[config.mk]
export PLATFORM = sky130hd
export DESIGN_NAME = temp_entry_seq
export DESIGN_NICKNAME = d
export VERILOG_FILES = /design/src/rtl/temp_entry_seq.sv
export SDC_FILE = /design/constraint.sdc
export NUM_CORES = 1
export LEC_CHECK = 0
export BUFFER_PORTS_ARGS = -buffer_cell sky130_fd_sc_hd__buf_2
export CAP_MARGIN = 15
export CORE_MARGIN = 8
export CORE_UTILIZATION = 51
export DETAILED_ROUTE_END_ITERATION = 12
export GPL_ROUTABILITY_DRIVEN = 1
export GPL_TIMING_DRIVEN = 0
export PLACE_DENSITY = 0.78
export SETUP_SLACK_MARGIN = 0.2
export SYNTH_ARGS = -nofsm -noshare
export SYNTH_HDL_FRONTEND = slang
export SYNTH_SLANG_ARGS = --single-unit
[constraint.sdc]
create_clock -name clk -period 1.92 [get_ports clk]
set_clock_uncertainty 0.2 [all_clocks]
set_input_delay 0.096 -clock clk [delete_from_list [all_inputs] [get_ports clk]]
set_output_delay 0.096 -clock clk [all_outputs]
set_load 0.01 [all_outputs]
[src/rtl/temp_entry_seq.sv]
// rtl/temp_entry_seq.sv - temperature entry sequencer with shared BCD delta handshake
module temp_entry_seq #(
  parameter int DEBOUNCE_CYCLES = 1000000,
  parameter int DWELL_CYCLES    = 50000000
) (
  input  logic       clk,
  input  logic       rst,
  input  logic       key_n,
  input  logic [3:0] bcd_num,
  input  logic       sign_in,
  input  logic       sub_ack,
  input  logic [3:0] sub_ones,
  input  logic [3:0] sub_tens,
  input  logic [3:0] sub_huns,
  input  logic       sub_neg,
  input  logic       sub_carry,
  output logic       sub_req,
  output logic       sub_op,
  output logic [3:0] sub_x_ones,
  output logic [3:0] sub_x_tens,
  output logic [3:0] sub_x_huns,
  output logic [3:0] sub_y_ones,
  output logic [3:0] sub_y_tens,
  output logic [3:0] sub_y_huns,
  output logic [1:0] digit_idx,
  output logic [3:0] cur_ones,
  output logic [3:0] cur_tens,
  output logic [3:0] cur_huns,
  output logic       cur_neg,
  output logic [3:0] delta_ones,
  output logic [3:0] delta_tens,
  output logic [3:0] delta_huns,
  output logic       delta_neg,
  output logic       delta_ovf,
  output logic [1:0] disp_sel,
  output logic       new_reading,
  output logic       err
);

  localparam int DB_W = $clog2(DEBOUNCE_CYCLES + 1);
  localparam int DW_W = $clog2(DWELL_CYCLES + 1);
  localparam logic [DB_W-1:0] DB_LAST = DB_W'(DEBOUNCE_CYCLES - 1);
  localparam logic [DW_W-1:0] DW_LAST = DW_W'(DWELL_CYCLES - 1);

  typedef enum logic [2:0] {
    ENTER0,
    ENTER1,
    ENTER2,
    COMMIT,
    SUB_WAIT,
    SHOW_CUR,
    SHOW_DELTA
  } state_t;

  state_t state;
  state_t next_state;

  logic            key_meta;
  logic            key_sync;
  logic            armed;
  logic [DB_W-1:0] db_cnt;
  logic            press;
  logic [DW_W-1:0] dwell_cnt;
  logic            dwell_done;
  logic            digit_ok;
  logic            in_enter;
  logic            in_show;
  logic            capture;

  logic [3:0] ent_ones;
  logic [3:0] ent_tens;
  logic [3:0] ent_huns;
  logic [3:0] prev_ones;
  logic [3:0] prev_tens;
  logic [3:0] prev_huns;
  logic       prev_neg;

  logic       op_add;
  logic       swap;
  logic       res_neg;
  logic       res_zero;

  assign digit_ok   = (bcd_num <= 4'd9);
  assign in_enter   = (state == ENTER0) || (state == ENTER1) || (state == ENTER2);
  assign in_show    = (state == SHOW_CUR) || (state == SHOW_DELTA);
  assign dwell_done = (dwell_cnt == DW_LAST);
  assign capture    = (state == SUB_WAIT) && sub_ack;

  // Signs decide the operation: differing signs add magnitudes, equal signs subtract.
  // With both negative the operands swap so that |p| - |c| carries the right sign.
  assign op_add   = cur_neg ^ prev_neg;
  assign swap     = cur_neg & prev_neg;
  assign res_neg  = op_add ? cur_neg : sub_neg;
  assign res_zero = (sub_ones == 4'd0) && (sub_tens == 4'd0) && (sub_huns == 4'd0);

  // Two-flop synchronizer for the asynchronous key; idles high (released).
  always_ff @(posedge clk or negedge rst) begin
    if (!rst) begin
      key_meta <= 1'b1;
      key_sync <= 1'b1;
    end else begin
      key_meta <= key_n;
      key_sync <= key_meta;
    end
  end

  // Debouncer: when armed it counts low samples and fires once; when disarmed it counts high samples to re-arm.
  always_ff @(posedge clk or negedge rst) begin
    if (!rst) begin
      armed  <= 1'b0;
      db_cnt <= '0;
      press  <= 1'b0;
    end else begin
      press <= 1'b0;
      if (key_sync != armed) begin
        if (db_cnt == DB_LAST) begin
          db_cnt <= '0;
          armed  <= ~armed;
          press  <= armed;
        end else begin
          db_cnt <= db_cnt + DB_W'(1);
        end
      end else begin
        db_cnt <= '0;
      end
    end
  end

  // State register.
  always_ff @(posedge clk or negedge rst) begin
    if (!rst) begin
      state <= ENTER0;
    end else begin
      state <= next_state;
    end
  end

  // Next-state logic and state-decoded outputs.
  always_comb begin
    next_state = state;
    digit_idx  = 2'd3;
    disp_sel   = 2'd0;
    sub_req    = 1'b0;
    case (state)
      ENTER0: begin
        digit_idx = 2'd0;
        if (press && digit_ok) next_state = ENTER1;
      end
      ENTER1: begin
        digit_idx = 2'd1;
        if (press && digit_ok) next_state = ENTER2;
      end
      ENTER2: begin
        digit_idx = 2'd2;
        if (press && digit_ok) next_state = COMMIT;
      end
      COMMIT: begin
        next_state = SUB_WAIT;
      end
      SUB_WAIT: begin
        sub_req = 1'b1;
        if (sub_ack) next_state = SHOW_CUR;
      end
      SHOW_CUR: begin
        disp_sel = 2'd1;
        if (press) next_state = ENTER0;
        else if (dwell_done) next_state = SHOW_DELTA;
      end
      SHOW_DELTA: begin
        disp_sel = 2'd2;
        if (press) next_state = ENTER0;
        else if (dwell_done) next_state = SHOW_CUR;
      end
      default: begin
        next_state = ENTER0;
      end
    endcase
  end

  // Operands are presented only while requesting so the unit sees zeros otherwise.
  always_comb begin
    sub_op     = 1'b0;
    sub_x_ones = 4'd0;
    sub_x_tens = 4'd0;
    sub_x_huns = 4'd0;
    sub_y_ones = 4'd0;
    sub_y_tens = 4'd0;
    sub_y_huns = 4'd0;
    if (sub_req) begin
      sub_op = op_add;
      if (swap) begin
        sub_x_ones = prev_ones;
        sub_x_tens = prev_tens;
        sub_x_huns = prev_huns;
        sub_y_ones = cur_ones;
        sub_y_tens = cur_tens;
        sub_y_huns = cur_huns;
      end else begin
        sub_x_ones = cur_ones;
        sub_x_tens = cur_tens;
        sub_x_huns = cur_huns;
        sub_y_ones = prev_ones;
        sub_y_tens = prev_tens;
        sub_y_huns = prev_huns;
      end
    end
  end

  // Digit entry: valid presses capture the digit and clear err, invalid presses only flag err.
  always_ff @(posedge clk or negedge rst) begin
    if (!rst) begin
      ent_ones <= 4'd0;
      ent_tens <= 4'd0;
      ent_huns <= 4'd0;
      err      <= 1'b0;
    end else if (press && in_enter) begin
      if (digit_ok) begin
        err <= 1'b0;
        case (state)
          ENTER0:  ent_ones <= bcd_num;
          ENTER1:  ent_tens <= bcd_num;
          default: ent_huns <= bcd_num;
        endcase
      end else begin
        err <= 1'b1;
      end
    end
  end

  // Commit: the old reading becomes prev, the entry becomes the current reading.
  always_ff @(posedge clk or negedge rst) begin
    if (!rst) begin
      cur_ones  <= 4'd0;
      cur_tens  <= 4'd0;
      cur_huns  <= 4'd0;
      cur_neg   <= 1'b0;
      prev_ones <= 4'd0;
      prev_tens <= 4'd0;
      prev_huns <= 4'd0;
      prev_neg  <= 1'b0;
    end else if (state == COMMIT) begin
      prev_ones <= cur_ones;
      prev_tens <= cur_tens;
      prev_huns <= cur_huns;
      prev_neg  <= cur_neg;
      cur_ones  <= ent_ones;
      cur_tens  <= ent_tens;
      cur_huns  <= ent_huns;
      cur_neg   <= sign_in;
    end
  end

  // Delta capture on the acknowledging edge: saturate on add overflow, never show -000.
  always_ff @(posedge clk or negedge rst) begin
    if (!rst) begin
      delta_ones  <= 4'd0;
      delta_tens  <= 4'd0;
      delta_huns  <= 4'd0;
      delta_neg   <= 1'b0;
      delta_ovf   <= 1'b0;
      new_reading <= 1'b0;
    end else begin
      new_reading <= capture;
      if (capture) begin
        if (op_add && sub_carry) begin
          delta_ones <= 4'd9;
          delta_tens <= 4'd9;
          delta_huns <= 4'd9;
          delta_neg  <= res_neg;
          delta_ovf  <= 1'b1;
        end else begin
          delta_ones <= sub_ones;
          delta_tens <= sub_tens;
          delta_huns <= sub_huns;
          delta_neg  <= res_neg & ~res_zero;
          delta_ovf  <= 1'b0;
        end
      end
    end
  end

  // Dwell timer for the alternating display; cleared outside the show states and on a wake press.
  always_ff @(posedge clk or negedge rst) begin
    if (!rst) begin
      dwell_cnt <= '0;
    end else if (in_show && !press && !dwell_done) begin
      dwell_cnt <= dwell_cnt + DW_W'(1);
    end else begin
      dwell_cnt <= '0;
    end
  end

endmodule

==> impl_metrics.yaml, run 1 <==
clock_tree:
  cts_tree: "done"
  numCtsBuffers: 9
  clockRootBuffer: "clkbuf_8"
  clkSinkCount: 107
  clkLatencyLatePin_ns: 0.39
  path_clk_slew_ns: 0.10
  h-tree-depth: 3
  clockBufferDepth: 2
worst_setup_path:
  slowest_stage: "dfrtp_1"
  worstSetupEndpointType: "output pin"
  path_max_fanout: 10
  critPathKind: "reg -> out"
  path_cells: "ha_2, buf_8, buf_12, mux2i_2, nor2_1, buf_2"
  critPathRequiredTime_ns: 1.62
  critPathMaxStageDelay_ns: 0.41
  arrival_ns: 1.75
  cp-start-kind: "flop"
sta:
  maxSlewHeadroom_pct: 59.8
  worst_slew_pin_slew_ns: 0.602
  fin_ws_ns: -0.127
  fmax_ghz: 0.489
  fin_crit_ns: 2.05
  rsz0062_at_grt: "yes"
  setup_viol: 51
  period_share_pct: 107
  hold_viol: 0
  slew_viol_final: 0
global_route:
  grt_max_degree: 63
  grt_pass1_vias: 4662
  overflow: 0
  grt_pass1_wl_um: 23000
  antenna_found_initial: 0
  grt_usage_pct: 21.3
synthesis:
  async_flop_share_pct: 100
  synthCells: 484
  ys_ff_latch: 107
  syn_area_mm2: 0.00515
  synth_edf_count: 0
  synth_nets: 510
  ys_warn_count: 0
  yosys.cell_types.count: 50
  syn_avg_cell_area_um2: 10.6
  synthFlopType: "dfrtp_1"
  synth-seq-area-share_pct: 52.1
final_layout:
  drive_above_1_share_pct: 50.9
  final_area_mm2: 0.00759
  fillers: 497
  area_delta_synth_final_pct: 47.4
  seqCellArea_mm2: 0.00270
  mostFrequentLayoutCell: "dfrtp_1"
  largest_registers: "dwell_cnt (26), db_cnt (20)"
  largest_reg_flops: 26
  multi_input_area_mm2: 0.00284
  post-route-util_pct: 77.6
  final_cell_mix: "dfrtp_1 (93), buf_2 (75), buf_4 (57), mux2_2 (38), nor2_1 (31)"
  fin_nets: 703
  largest-register: "dwell_cnt"
outcome:
  failed_checks: "negative setup slack"
  status: "finished, violations left"
placed_design:
  io_buffers: 81
  place_hpwl_um: 8040
  placed_cell_area_mm2: 0.00586
  place_congestion: 0.834
floorplanning:
  fp.dieH_um: 116
  dieArea_mm2: 0.0136
  pin_count: 82
  fp.dieW_um: 116
  core_mm2: 0.00977
  start_util_pct: 52.7
  rows: 36
detailed_routing:
  vias: 5126
  drt_iter0_drc: 557
  drtAntennaViolNets: 0
  drt_drc_violations_left: 0
  drt_wl_total_um: 18200
  wl_per_cell_um: 22.3
  firstDrtPassIters: 5
  viasPerCell: 6.28
run:
  maxCapViolations: 0
hold_path:
  min_path_type: "in -> async"
power_and_ir_drop:
  peakVddDrop_mv: 0.382
  power.density_mw_per_mm2: 503
  p_leak_nw: 3.36
-- logic make-up (layout without fill, tap and decap cells) --
kind of cell,after synthesis,in the layout,synth area share [%]
xor+xnor,23,23,3.91
simple gates,187,187,18.8
compound gates,69,69,8.75
buf+inv,32,230,2.53
mux,63,63,13.2
fa+ha+maj,3,3,0.729
flops,107,107,52.1
other cells,0,1,0
-- cells in the mapped netlist, types with 6 or more instances --
cell,instances,area (um^2)
xnor2_1,11,96.3
buf_2,8,40.0
or3_1,11,68.8
mux2i_1,24,240
clkbuf_1,11,41.3
nand4_1,16,100
a21oi_1,22,110
nor3_1,9,45.0
inv_1,11,41.3
nand3_1,17,85.1
nor4_1,6,37.5
a22o_1,6,52.6
o21ai_0,20,100
xor2_1,12,105
nand2_1,35,131
dfrtp_1,105,2630
mux2_2,39,439
or4_1,6,45.0
nor2_1,55,206
-- critical path, delay by kind of cell (launching register included) --
kind | cells | cell delay, ns
AND/OR/NAND/NOR | 1 | 0.15
multiplexers | 1 | 0.16
adder cells (fa/ha/maj) | 1 | 0.20
buffers and inverters | 3 | 0.45
flip-flops | 1 | 0.41
-- report_power, final --
group / internal, mW / switching (mW) / total (mW)
Sequential: 2.26 / 0.0103 / 2.27
Combinational: 0.0958 / 0.121 / 0.217
Clock: 0.543 / 0.786 / 1.33
-- layer usage --
metal	up-vias	routed length, um	track usage [%]
li1	2133	-	-
met1	2563	6710	26.2
met2	344	9300	36.7
met3	86	1470	2.59
met4	0	745	9.94
met5	-	0	0
-- worst paths after layout --
path                                    from             to  slack (ns)  depth (start not counted)
worst max-delay path                 cur_neg  sub_y_tens[3]       -0.13                          6
worst min-delay path                     rst     db_cnt[10]        0.05                          2
worst max register to register  dwell_cnt[8]       state[0]       -0.12                          5
worst min register to register      key_meta       key_sync        0.19                          0
max in group asynchronous                rst          press        0.76                          3
min in group clk                       key_n       key_meta        0.14                          2
-- metrics by stage --
stage / cells / TNS [ns] / hold WS [ns] / power (mW) / worst slack (ns)
floorplan: 484 / 0 / -0.400 / 2.35 / 0.0114
global placement: 698 / -66.28 / 0.00445 / 2.43 / -0.619
detailed placement: 699 / -3.52 / -0.0572 / 2.44 / -0.140
CTS: 797 / -0.0301 / 0.0848 / 3.73 / -0.0277
global route: 815 / -5.35 / 0.122 / 3.92 / -0.183
finish: 816 / -2.67 / 0.0521 / 3.82 / -0.127
-- area by class of cell --
cell class | instances | share of cell area (%)
well taps | 133 | 2.19
plain buffers | 20 | 3.66
clock inverters | 2 | 0.132
inverters | 12 | 0.758
repair buffers | 182 | 18.1
diodes | 1 | 0.0330
multi-input cells | 345 | 37.4
clock buffers | 14 | 2.14
flip-flops and latches | 107 | 35.5
-- timing repair --
| action | in CTS | in global routing |
|---|---|---|
| hold buffers | 22 | 0 |
| setup buffers | 55 | 17 |
| cloned | 5 | 1 |
| resized for setup | 120 | 83 |
| pin swaps | 49 | 35 |
| setup endpoints to repair | 117 | 119 |
| hold endpoints to repair | 75 | 0 |
Power figures use the tool's default switching activity.
==> run 2: changes to the inputs <==
--- a/config.mk
+++ b/config.mk
@@ -7,7 +7,7 @@
 export LEC_CHECK = 0
 export BUFFER_PORTS_ARGS = -buffer_cell sky130_fd_sc_hd__buf_2
 export CAP_MARGIN = 15
-export CORE_MARGIN = 8
+export CORE_MARGIN = 5
 export CORE_UTILIZATION = 51
 export DETAILED_ROUTE_END_ITERATION = 12
 export GPL_ROUTABILITY_DRIVEN = 1
==> constraint.sdc (replaced) <==
create_clock -name clk -period 1.92 [get_ports clk]
set_clock_uncertainty 0.2 [all_clocks]
set_input_delay 0.096 -clock clk [delete_from_list [all_inputs] [get_ports clk]]
set_output_delay 0.096 -clock clk [all_outputs]
set_load 0.005 [all_outputs]
==> impl_metrics.yaml, run 2 (synthesized netlist as in run 1, its figures left out) <==
detailed_routing:
  drt_iter0_drc: 603
  wl_per_cell_um: 23.8
  firstDrtPassIters: 5
  drtAntennaViolNets: 0
  viasPerCell: 6.38
  vias: 5181
  drt_drc_violations_left: 0
  drt_wl_total_um: 19300
final_layout:
  post-route-util_pct: 77.6
  drive_above_1_share_pct: 50.8
  final_area_mm2: 0.00762
  fillers: 453
  area_delta_synth_final_pct: 48.0
  mostFrequentLayoutCell: "dfrtp_1"
  diodes: 0
  largest_reg_flops: 26
  fin_nets: 700
  final_cell_mix: "dfrtp_1 (93), buf_2 (77), buf_4 (54), mux2_2 (38), nand2_1 (27)"
  largest-register: "dwell_cnt"
  largest_registers: "dwell_cnt (26), db_cnt (20)"
sta:
  period_share_pct: 110
  setup_viol: 67
  slew_viol_final: 0
  hold_viol: 0
  rsz0062_at_grt: "yes"
  fin_crit_ns: 2.12
  maxSlewHeadroom_pct: 68.1
  fmax_ghz: 0.472
  worst_slew_pin_slew_ns: 0.478
  fin_ws_ns: -0.198
worst_setup_path:
  critPathTopFamily: "flip-flops"
  cp_common_cell: "buf_6"
  path_buf_inv: 3
  slowest_stage: "dfrtp_1"
  critPathKind: "reg -> reg"
  cp-start-kind: "flop"
  arrival_ns: 2.17
  path_max_fanout: 5
  critPathMaxStageDelay_ns: 0.50
  path_cells: "and4_1, buf_6, nand4_1, buf_6, clkbuf_4, o21ai_0, a21oi_2"
  critPathRequiredTime_ns: 1.98
  worstSetupEndpointType: "flop"
global_route:
  grt_max_degree: 73
  overflow: 0
  grt_usage_pct: 22.9
  antenna_found_initial: 0
  grt_pass1_wl_um: 23400
  grt_pass1_vias: 4717
hold_path:
  min_path_type: "in -> async"
floorplanning:
  rows: 36
  fp.dieW_um: 110
  dieArea_mm2: 0.0122
  start_util_pct: 52.4
  pin_count: 82
  fp.dieH_um: 110
  core_mm2: 0.00982
power_and_ir_drop:
  power.density_mw_per_mm2: 533
  p_leak_nw: 3.39
  peakVddDrop_mv: 0.380
placed_design:
  placed_cell_area_mm2: 0.00586
  place_ws_ns: -0.233
  place_congestion: 0.829
  io_buffers: 81
  place_hpwl_um: 8000
clock_tree:
  h-tree-depth: 3
  clockBufferDepth: 2
  clkSinkCount: 107
  clkLatencyLatePin_ns: 0.38
  cts_tree: "done"
  clockRootBuffer: "clkbuf_8"
  numCtsBuffers: 9
  path_clk_slew_ns: 0.11
outcome:
  failed_checks: "negative setup slack"
  status: "finished, violations left"
run:
  maxCapViolations: 0
run 2: cell count changes in the layout (fill, tap and decap cells not counted), sizes merged:
cell / change
buf: -1
bufinv: +2
clkbuf: -6
clkinv: +1
clkinvlp: +1
diode: -1
run 2: final cells by class:
type	count	area (um^2)	share of cell area [%]
multi-input combinational	345	2840	37.3
sequential	107	2700	35.4
timing repair buffer	179	1360	17.8
buffer	20	284	3.73
tap	133	166	2.18
clock buffer	10	128	1.67
clock inverter	6	87.6	1.15
inverter	12	56.3	0.739
run 2: where the power goes:
part           switching (mW)  leakage, nW  internal [mW]
combinational           0.127         1.82         0.0968
sequential             0.0117         1.46           2.26
clock                   0.826        0.111          0.740
run 2: final timing paths:
kind                              start  cells after the start       endpoint  slack (ns)
hold / removal                      rst                      2   prev_tens[0]       0.002
min in group clk                  key_n                      2       key_meta        0.15
setup / recovery           dwell_cnt[7]                      7  dwell_cnt[19]       -0.20
max in group asynchronous           rst                      3   dwell_cnt[6]        0.74
hold reg to reg                key_meta                      0       key_sync        0.17
setup reg to reg           dwell_cnt[7]                      7  dwell_cnt[19]       -0.20
run 2: what timing repair did:
item	CTS	global route
setup buffers	44	23
hold buffers	22	0
pin swaps	34	40
resized for setup	89	116
setup endpoints to repair	113	113
hold endpoints to repair	135	0
cloned	4	4
run 2: through the flow:
stage               power, mW  hold slack [ns]  TNS [ns]  std cells
floorplan                2.35           -0.400         0        484
global placement         2.43          0.00711    -62.80        698
detailed placement       2.44           -0.113     -4.96        699
CTS                      3.98           0.0205   -0.0108        785
global route             4.16           0.0676     -7.49        812
finish                   4.06          0.00210     -6.90        812
run 2: routing by layer:
| layer | routed length, um | share of wire, % | track usage [%] |
|---|---|---|---|
| met5 | 0 | 0 | 0 |
| met4 | 1410 | 7.3 | 8.62 |
| met3 | 1340 | 6.9 | 4.21 |
| met2 | 9840 | 51 | 39.9 |
| met1 | 6730 | 35 | 28.2 |
run 2: worst reg2reg max path: stages, from the launching register on:
cell,delay [ns]
dfrtp_1,0.50
and4_1,0.28
buf_6,0.12
nand4_1,0.14
buf_6,0.17
clkbuf_4,0.16
o21ai_0,0.34
a21oi_2,0.11
==> run 3: changes to the inputs <==
--- a/config.mk
+++ b/config.mk
@@ -13,6 +13,7 @@
 export GPL_ROUTABILITY_DRIVEN = 1
 export GPL_TIMING_DRIVEN = 0
 export PLACE_DENSITY = 0.78
+export REMOVE_ABC_BUFFERS = 1
 export SETUP_SLACK_MARGIN = 0.2
 export SYNTH_ARGS = -nofsm -noshare
 export SYNTH_HDL_FRONTEND = slang
==> impl_metrics.yaml, run 3 (synthesized netlist as in run 1, its figures left out) <==
clock_tree:
  path_clk_slew_ns: 0.12
  clkSinkCount: 107
  numCtsBuffers: 9
  h-tree-depth: 3
  clockRootBuffer: "clkbuf_8"
  clkLatencyLatePin_ns: 0.40
  cts_tree: "done"
  clockBufferDepth: 2
detailed_routing:
  route.met2.wl_um: 9610
  wl_met3_um: 1380
  m1WireLength_um: 6870
  dr.max_layer_used: "met4"
  drt_wl_total_um: 19000
  drt_drc_violations_left: 0
  drt_iter0_drc: 581
  firstDrtPassIters: 6
  viasPerCell: 6.31
  wl_per_cell_um: 23.1
  vias: 5190
  drtAntennaViolNets: 0
floorplanning:
  core_mm2: 0.00982
  fp.dieH_um: 110
  start_util_pct: 52.4
  pin_count: 82
  dieArea_mm2: 0.0122
  fp.dieW_um: 110
  rows: 36
power_and_ir_drop:
  switchingPower_mw: 0.995
  p_total_mw: 4.03
  power.density_mw_per_mm2: 524
  p_leak_nw: 3.42
  clkPwrFrac_pct: 37.6
  peakVddDrop_mv: 0.354
  power.internal_mw: 3.03
  swShare_pct: 24.7
  power_frac_comb_pct: 6.0
  seqPwrFrac_pct: 56.4
final_layout:
  drive_above_1_share_pct: 50.2
  stdcell_count: 822
  largest-register: "dwell_cnt"
  final_cell_mix: "dfrtp_1 (92), buf_2 (76), buf_4 (71), nor2_1 (41), mux2_2 (39)"
  largest_reg_flops: 26
  largest_registers: "dwell_cnt (26), db_cnt (20)"
  area_delta_synth_final_pct: 49.3
  fin_nets: 710
  diodes: 0
  mostFrequentLayoutCell: "dfrtp_1"
worst_setup_path:
  path_max_fanout: 6
  critPathKind: "reg -> out"
  cp-start-kind: "flop"
  critPathRequiredTime_ns: 1.62
  arrival_ns: 1.74
  worstSetupEndpointType: "output pin"
sta:
  whs_ns: 0.107
  setup_viol: 24
  slew_viol_final: 0
  period_share_pct: 106
  fmax_ghz: 0.491
  maxSlewHeadroom_pct: 50.5
  worst_slew_pin_slew_ns: 0.742
  rsz0062_at_grt: "yes"
  fin_crit_ns: 2.04
  hold_viol: 0
  fin_ws_ns: -0.117
placed_design:
  dpl.cell_count: 681
  place_congestion: 0.811
  io_buffers: 81
  place_hpwl_um: 7540
  place_ws_ns: -0.822
global_route:
  grt_usage_pct: 24.3
  overflow: 0
  antenna_found_initial: 0
  grt_pass1_wl_um: 24600
  grt_pass1_vias: 4935
  grt_max_degree: 56
run:
  maxCapViolations: 0
hold_path:
  min_path_type: "in -> async"
outcome:
  status: "finished, violations left"
  failed_checks: "negative setup slack"
-- run 3: cell types whose count changed in the layout (fill, tap and decap cells not counted), sizes merged --
| cell | delta |
|---|---|
| buf | +11 |
| bufinv | -1 |
| clkbuf | -5 |
| clkinv | +1 |
| clkinvlp | +2 |
| inv | -2 |
| nand2 | +3 |
| o21bai | +1 |
-- run 3: worst paths after layout --
path | start | to | slack, ns | depth (start not counted)
setup / recovery | prev_neg | sub_y_ones[0] | -0.12 | 5
hold / removal | rst | prev_huns[3] | 0.11 | 2
setup reg to reg | dwell_cnt[4] | dwell_cnt[16] | -0.09 | 6
hold reg to reg | key_meta | key_sync | 0.17 | 0
max in group asynchronous | rst | key_meta | 0.62 | 3
min in group clk | key_n | key_meta | 0.15 | 2
-- run 3: worst max-delay path: stages (launching register included) --
cell     delay, ns
dfrtp_1       0.44
ha_4          0.24
buf_8         0.16
mux2i_2       0.25
nor2_1        0.11
buf_2         0.14
-- run 3: routing by layer --
metal	vias to the layer above	track usage [%]
met5	-	0
met1	2591	28.4
met4	0	11.1
met2	326	42.4
li1	2152	-
met3	121	5.58
-- run 3: stage by stage --
step | instance area [um^2] | setup TNS, ns | util (%)
2_1_floorplan | 5060 | -9.20 | -
3_3_place_gp | 5640 | -110.16 | 57.4
3_5_place_dp | 5720 | -35.65 | 58.3
4_1_cts | 7120 | 0 | 72.5
5_1_grt | 7690 | -2.80 | 78.3
6_report | 7690 | -1.05 | 78.3
-- run 3: final cells by class --
cell class	instances	area (um^2)
Clock buffer	10	138
Clock inverter	6	73.8
Fill cell	500	2130
Inverter	12	73.8
Multi-Input combinational cell	349	2870
Sequential cell	107	2700
Tap cell	133	166
Timing Repair Buffer	205	1670
-- run 3: power by group through the flow --
stage / clock [mW] / combinational (mW) / sequential, mW
2_1_floorplan: 0 / 0.0258 / 2.31
3_3_place_gp: 0 / 0.107 / 2.32
3_5_place_dp: 0 / 0.117 / 2.32
4_1_cts: 1.46 / 0.216 / 2.27
5_1_grt: 1.60 / 0.260 / 2.27
6_report: 1.51 / 0.241 / 2.27
-- run 3: repair_timing --
action                     in CTS  in global routing
gates cloned                    6                  3
hold buffers                   22                  0
buffers inserted               72                 22
hold endpoints to repair       82                  0
resized for setup              87                 84
pin swaps                      28                 21
setup endpoints to repair     122                109
